### config.mk
export PLATFORM = sky130hd
export DESIGN_NAME = mem_port_arbiter
export DESIGN_NICKNAME = d
export VERILOG_FILES = /design/src/rtl/mem_port_arbiter.sv
export SDC_FILE = /design/constraint.sdc
export NUM_CORES = 1
export LEC_CHECK = 0
export BUFFER_PORTS_ARGS = -buffer_cell sky130_fd_sc_hd__buf_4
export CORE_AREA = 3 3 103 105
export CTS_CLUSTER_DIAMETER = 80
export DETAILED_ROUTE_END_ITERATION = 8
export DIE_AREA = 0 0 106 108
export GPL_ROUTABILITY_DRIVEN = 0
export GPL_TIMING_DRIVEN = 1
export PLACE_DENSITY = 0.78
export SETUP_SLACK_MARGIN = 0.02
export SLEW_MARGIN = 20
export SYNTH_ARGS = -nofsm -noshare
export SYNTH_HDL_FRONTEND = slang
export SYNTH_SLANG_ARGS = --single-unit
### constraint.sdc
create_clock -name clk_i -period 2.7 [get_ports clk_i]
set_input_delay 0.27 -clock clk_i [delete_from_list [all_inputs] [get_ports clk_i]]
set_output_delay 0.27 -clock clk_i [all_outputs]
set_load 0.01 [all_outputs]
### src/rtl/mem_port_arbiter.sv
// Arbitrates one single-ported memory between the instruction-fetch and data ports, with strict data priority.
// Optional fetch starvation guard is enabled by defining ARB_STARVE_GUARD_EN.
module mem_port_arbiter #(
    parameter int ADDR_W       = 32,
    parameter int DATA_W       = 32,
    parameter int STARVE_LIMIT = 4
) (
    input  logic              clk_i,
    input  logic              reset_i,
    input  logic              instr_req_i,
    input  logic [ADDR_W-1:0] instr_addr_i,
    output logic              instr_gnt_o,
    output logic              instr_rvalid_o,
    output logic [DATA_W-1:0] instr_rdata_o,
    input  logic              data_req_i,
    input  logic              data_we_i,
    input  logic [ADDR_W-1:0] data_addr_i,
    input  logic [DATA_W-1:0] data_wdata_i,
    output logic              data_gnt_o,
    output logic              data_rvalid_o,
    output logic [DATA_W-1:0] data_rdata_o,
    output logic              mem_req_o,
    output logic              mem_we_o,
    output logic [ADDR_W-1:0] mem_addr_o,
    output logic [DATA_W-1:0] mem_wdata_o,
    input  logic              mem_ready_i,
    input  logic [DATA_W-1:0] mem_rdata_i,
    output logic              stall_o
);

    typedef enum logic [1:0] {
        IDLE   = 2'd0,
        BUSY_I = 2'd1,
        BUSY_D = 2'd2
    } state_e;

    state_e              state_q;
    logic                mem_req_q;
    logic                mem_we_q;
    logic [ADDR_W-1:0]   addr_q;
    logic [DATA_W-1:0]   wdata_q;
    logic                grant_i_s;
    logic                grant_d_s;
    logic                force_i_s;
    logic                done_i_s;
    logic                done_d_s;
    logic                other_req_s;

`ifdef ARB_STARVE_GUARD_EN
    localparam int CNT_W = ($clog2(STARVE_LIMIT + 1) < 3) ? 3 : $clog2(STARVE_LIMIT + 1);
    logic [CNT_W-1:0] starve_q;

    assign force_i_s = instr_req_i && (starve_q == CNT_W'(STARVE_LIMIT));

    // Counts data grants that overtook a waiting fetch; saturates at the limit.
    always_ff @(posedge clk_i or posedge reset_i) begin
        if (reset_i) begin
            starve_q <= {CNT_W{1'b0}};
        end else if (grant_i_s) begin
            starve_q <= {CNT_W{1'b0}};
        end else if (grant_d_s && instr_req_i && (starve_q < CNT_W'(STARVE_LIMIT))) begin
            starve_q <= starve_q + CNT_W'(1);
        end else begin
            starve_q <= starve_q;
        end
    end
`else
    // Guard disabled: a fetch is never forced ahead of data traffic.
    assign force_i_s = (STARVE_LIMIT < 0);
`endif

    // Grant decision: only in IDLE, data first unless the guard forces the fetch.
    always_comb begin
        grant_d_s = 1'b0;
        grant_i_s = 1'b0;
        if (state_q == IDLE) begin
            grant_d_s = data_req_i & ~force_i_s;
            grant_i_s = instr_req_i & (~data_req_i | force_i_s);
        end else begin
            grant_d_s = 1'b0;
            grant_i_s = 1'b0;
        end
    end

    // Transaction sequencer; memory-side outputs are held in registers for the whole access.
    always_ff @(posedge clk_i or posedge reset_i) begin
        if (reset_i) begin
            state_q   <= IDLE;
            mem_req_q <= 1'b0;
            mem_we_q  <= 1'b0;
            addr_q    <= {ADDR_W{1'b0}};
            wdata_q   <= {DATA_W{1'b0}};
        end else begin
            case (state_q)
                IDLE: begin
                    if (grant_d_s) begin
                        state_q   <= BUSY_D;
                        mem_req_q <= 1'b1;
                        mem_we_q  <= data_we_i;
                        addr_q    <= data_addr_i;
                        wdata_q   <= data_wdata_i;
                    end else if (grant_i_s) begin
                        state_q   <= BUSY_I;
                        mem_req_q <= 1'b1;
                        mem_we_q  <= 1'b0;
                        addr_q    <= instr_addr_i;
                    end else begin
                        state_q   <= IDLE;
                    end
                end
                BUSY_I, BUSY_D: begin
                    if (mem_ready_i) begin
                        state_q   <= IDLE;
                        mem_req_q <= 1'b0;
                        mem_we_q  <= 1'b0;
                    end else begin
                        state_q   <= state_q;
                    end
                end
                default: begin
                    state_q   <= IDLE;
                    mem_req_q <= 1'b0;
                    mem_we_q  <= 1'b0;
                end
            endcase
        end
    end

    assign done_i_s = (state_q == BUSY_I) & mem_ready_i;
    assign done_d_s = (state_q == BUSY_D) & mem_ready_i;

    // The completing access only releases the core if the other port has nothing waiting.
    always_comb begin
        case (state_q)
            BUSY_I:  other_req_s = data_req_i;
            BUSY_D:  other_req_s = instr_req_i;
            default: other_req_s = 1'b0;
        endcase
    end

    assign instr_gnt_o    = grant_i_s;
    assign data_gnt_o     = grant_d_s;
    assign instr_rvalid_o = done_i_s;
    assign data_rvalid_o  = done_d_s;
    assign instr_rdata_o  = done_i_s ? mem_rdata_i : {DATA_W{1'b0}};
    assign data_rdata_o   = (done_d_s && !mem_we_q) ? mem_rdata_i : {DATA_W{1'b0}};
    assign mem_req_o      = mem_req_q;
    assign mem_we_o       = mem_we_q;
    assign mem_addr_o     = addr_q;
    assign mem_wdata_o    = wdata_q;
    assign stall_o        = (instr_req_i | data_req_i | mem_req_q) &
                            ~((done_i_s | done_d_s) & ~other_req_s);

endmodule
# ---- Word-level counts from Yosys, hierarchy flattened
# Index checks and enable logic that the tools add are counted.
dict set report word_totals {
  word_cells 46
  out_inout_bits 135
  regBits 68
  input_bits 134
}
dict set report op_classes {
  bitwise_logic 11
  reduce_logical 8
  muxes 18
  n_eq_ne 4
}
# cell n
set op_table {}
lappend op_table {{two-way mux 32 bit} 4}
lappend op_table {{two-way mux 1 bit} 8}
lappend op_table {{case mux 1 bit (2 select lines)} 3}
lappend op_table {{AND reduction 2 bit} 3}
lappend op_table {{AND 1 bit} 5}
lappend op_table {{two-way mux 2 bit} 2}
lappend op_table {{case mux 2 bit (2 select lines)} 1}
lappend op_table {{!= test 3 bit, second input constant} 1}
lappend op_table {{NOT 1 bit} 3}
lappend op_table {{bitwise OR 1 bit} 3}
lappend op_table {{equality test 2 x 1 -> 1 bit, second input constant} 1}
lappend op_table {{equality test 2 bit, second input constant} 1}
lappend op_table {{logical NOT 2 bit} 1}
lappend op_table {{!= test 2 bit, second input constant} 1}
lappend op_table {{nonzero test 2 bit} 1}
lappend op_table {{OR reduction 2 bit} 1}
lappend op_table {{logical AND 1 bit} 1}
lappend op_table {{logical NOT 1 bit} 1}

# ---- Longest topological paths before layout
dict set report logic_depth {
  word_depth 6
  depth_mapped 8
  ltp_nobuf 6
}

# ---- Worst setup path before layout
# No wires, ideal clock.
dict set report synth_path {
  kind {register -> output}
  start {reg state_q[0]}
  end {out data_rdata_o[10]}
  stages_incl_launch_ff 7
  arrival_ps 1288
  path_slack_ps 1142
  n_path_buf 1
  required_ps 2430
  path_cell_list {dfrtp_1 inv_1 ha_1 and2_1 and2b_4 buf_4 and2_1}
}
dict set report synth_via {
  elab_chain_cells 4
}
# element line_no
set synth_rtl {}
lappend synth_rtl {{start, declared} 37} ;# state_e state_q;
lappend synth_rtl {{start signal, assigned} 117} ;# state_q <= state_q;
lappend synth_rtl {{equality test 2 bit} 130} ;# assign done_d_s = (state_q == BUSY_D) & mem_ready_i;
lappend synth_rtl {{AND 1 bit} 130}
lappend synth_rtl {{via data_rvalid_o} 20} ;# output logic data_rvalid_o,
lappend synth_rtl {{logical AND 1 bit} 146} ;# assign data_rdata_o = (done_d_s && !mem_we_q) ? mem_rdata_i : {DATA_W{1'b0}};
lappend synth_rtl {{two-way mux 32 bit} 146}
lappend synth_rtl {{end, declared} 21} ;# output logic [DATA_W-1:0] data_rdata_o,
# The timed path passes the listed nets, and every way through them passes these cells.

# ---- Worst setup path after layout
dict set report layout_path {
  start {reg state_q[0]}
  end {out instr_gnt_o}
}
dict set report layout_via {
  elab_chain_cells 2
}
# element line_no
set layout_rtl {}
lappend layout_rtl {{logical NOT 2 bit} 76} ;# if (state_q == IDLE) begin
lappend layout_rtl {{two-way mux 1 bit} 76}
lappend layout_rtl {{end, declared} 12} ;# output logic instr_gnt_o,
# No other way between the ends.

==> flow_summary.ini <==
[timing]
finalHoldViolCount = 0
skew_ps = 12.3
rsz0062_at_grt = false
slew_headroom_pct = 64.6
setup_tns_ps = 0
slew_viol_final = 0
min_period_ps = 2140
setup_slack_ps = 562
tightest_slew_ps = 530
max_freq_ghz = 0.468
final-setup-viol-count = 0
fin_crit_sh_pct = 79.2

[drt]
drt_iter0_drc = 198
wl_per_cell_um = 15.5
drc_errors = 0
num_vias = 3689
first_pass_iters = 4
avgViaCountPerCell = 4.74
ant_nets = 0
wirelength_um = 12100

[synth]
synth_warnings = 0
synth.largest_area_cell = dfrtp_1
netlist-cell-type-count = 25
yosysSeqAreaShare_pct = 51.0
syn_area_mm2 = 0.00334
avgSynthCellArea_um2 = 8.70
synth_top_area_share_pct = 51.0
synth_seq_cells = 68
syn_inst = 384
synth_area_leaders = dfrtp_1 51%, nand2_1 18%, a32oi_1 8.4%
synthesis.nets = 521

[setup_path]
cp_cell_sequence = inv_1, ha_1, nor2b_2, buf_4, and2_1, buf_4
critPathKind = reg -> out
crit_path_frequent_cell = buf_4
crit_required_ps = 2430
start_kind = flip-flop
worstReg2RegEnd = mem_addr_o[20]
crit_path_end_kind = output pin
slowest_stage = dfrtp_1
ff2ff_setup_slack_ps = 890
worstReg2RegStart = state_q[0]
critPathTopFamily = buffers and inverters
path_max_fanout = 34
critPathBufInv = 3
arrival_ps = 1870
r2r_cells = 7
cp.depth = 6
critical_path.max_stage_delay_ps = 400

[placed_design]
place_ws_ps = 835
post_dp_cell_area_mm2 = 0.00543
hpwl_um = 9140
io_buffers = 268

[global_routing]
gr-total-overflow = 0
grt_first_pass_wirelength_um = 18700
grt_max_degree = 69
grt.total_usage_pct = 20.2
grt_pass1_vias = 3710
antenna_found_initial = 0

[floorplanning]
die_w_um = 106
num_rows = 36
core_area_mm2 = 0.00973
die_h_um = 108
initial_utilization_pct = 34.3
pin_count = 269
fp.dieArea_mm2 = 0.0114

[clock_tree]
cts_buffers = 9
cts_setup_buffers = 0
cts_resized = 0
cts_root_buf = clkbuf_8
cts.htree.levels = 3
cts_hold_buf = 0
cts_sinks = 68
worst_skew_pair.late_latency_ps = 330
cts_tree = done
clk_pin_slew_worst_paths_ps = 80
clockBufferDepth = 2

[pwr]
power.leakage_nw = 3.21
ir_worst_vdd_mv = 0.552
internal-power_mw = 3.21
switching_share_pct = 39.1
seqPwrFrac_pct = 34.1
p_per_area_mw_per_mm2 = 937
power.share.clock_pct = 15.6
p_sw_mw = 2.06
combPwrFrac_pct = 50.3

[cells_and_area]
fillers = 903
num-nets-final = 777
final_cell_mix = 275 x buf_4, 161 x nand2_1, 68 x dfrtp_1
multi_input_area_mm2 = 0.00147
post_route_cells_drive_above_1_share_pct = 46.2
syn_to_final_growth_pct = 68.5
final_common_cell = buf_4
post-route-cell-area_mm2 = 0.00563
n_antenna_cell = 0
regArea_mm2 = 0.00170

[job]
drv_cap = 0

[outcome]
status = finished, final reports clean

[worst_hold_path]
min_path_type = in -> async
[layer usage]
layer	GRT usage, %	up-vias	share of wire (%)
li1	-	1788	-
met1	24.3	1725	41
met2	35.5	160	51
met3	5.31	16	7.3
met4	6.29	0	1.4
met5	0	-	0
[registers in the layout, indices dropped and copies added, names as in the netlist]
signal       flops
state_q          2
mem_addr_o      32
mem_we_o         1
mem_wdata_o     32
mem_req_o        1
[worst min-delay path, stage by stage]
cell and delay (ps):
buf_4 110, inv_2 60, buf_12 320
[cell usage after synthesis, drive strengths merged]
master	n
and2	35
ha	3
and2b	1
and3	32
clkbuf	12
nor2b	3
o22a	1
a22o	1
a32oi	32
inv	4
buf	19
nor3b	1
mux2	1
dfrtp	68
nor2	3
o21ai	3
nand2	162
a221o	1
a21oi	1
nor3	1
[metrics by stage]
step / util (%) / total power, mW / hold WS, ps / cells
floorplan: - / 3.10 / 375 / 384
global placement: 55.8 / 4.42 / 384 / 762
detailed placement: 55.8 / 4.51 / 392 / 762
CTS: 57.8 / 5.35 / 17.3 / 778
global route: 57.8 / 5.69 / 7.63 / 778
finish: 57.8 / 5.27 / 13.9 / 778
[how the worst max path moves through the flow]
| stage | from | endpoint |
|---|---|---|
| floorplan | reset_i | mem_addr_o[0] |
| global placement | state_q[0] | mem_addr_o[17] |
| detailed placement | state_q[0] | mem_addr_o[20] |
| CTS | state_q[0] | instr_gnt_o |
| global route | state_q[0] | instr_gnt_o |
| finish | state_q[0] | instr_gnt_o |
[kinds of logic (layout without fill, tap and decap cells)]
logic type	Yosys count	in the layout	synth area share, %
adder cells (fa/ha/maj)	3	3	1.12
buffers and inverters	35	296	5.36
flip-flops	68	68	51.0
AND/OR/NAND/NOR	238	238	32.4
multiplexers	1	1	0.337
AO/OA/AOI/OAI	39	39	9.82
[power by group through the flow]
stage	Combinational [mW]	Sequential (mW)	Clock (mW)
6_report	2.65	1.80	0.821
5_1_grt	2.94	1.86	0.889
4_1_cts	2.70	1.80	0.853
3_5_place_dp	2.70	1.81	0
3_3_place_gp	2.63	1.79	0
2_1_floorplan	1.09	2.00	0
[layout make-up]
class	instances	share of cell area, %
clock inverter	6	1.16
sequential	68	30.2
timing repair buffer	276	37.1
tap	133	2.96
multi-input combinational	281	26.0
clock buffer	10	2.27
inverter	4	0.267
Power figures use the tool's default switching activity.
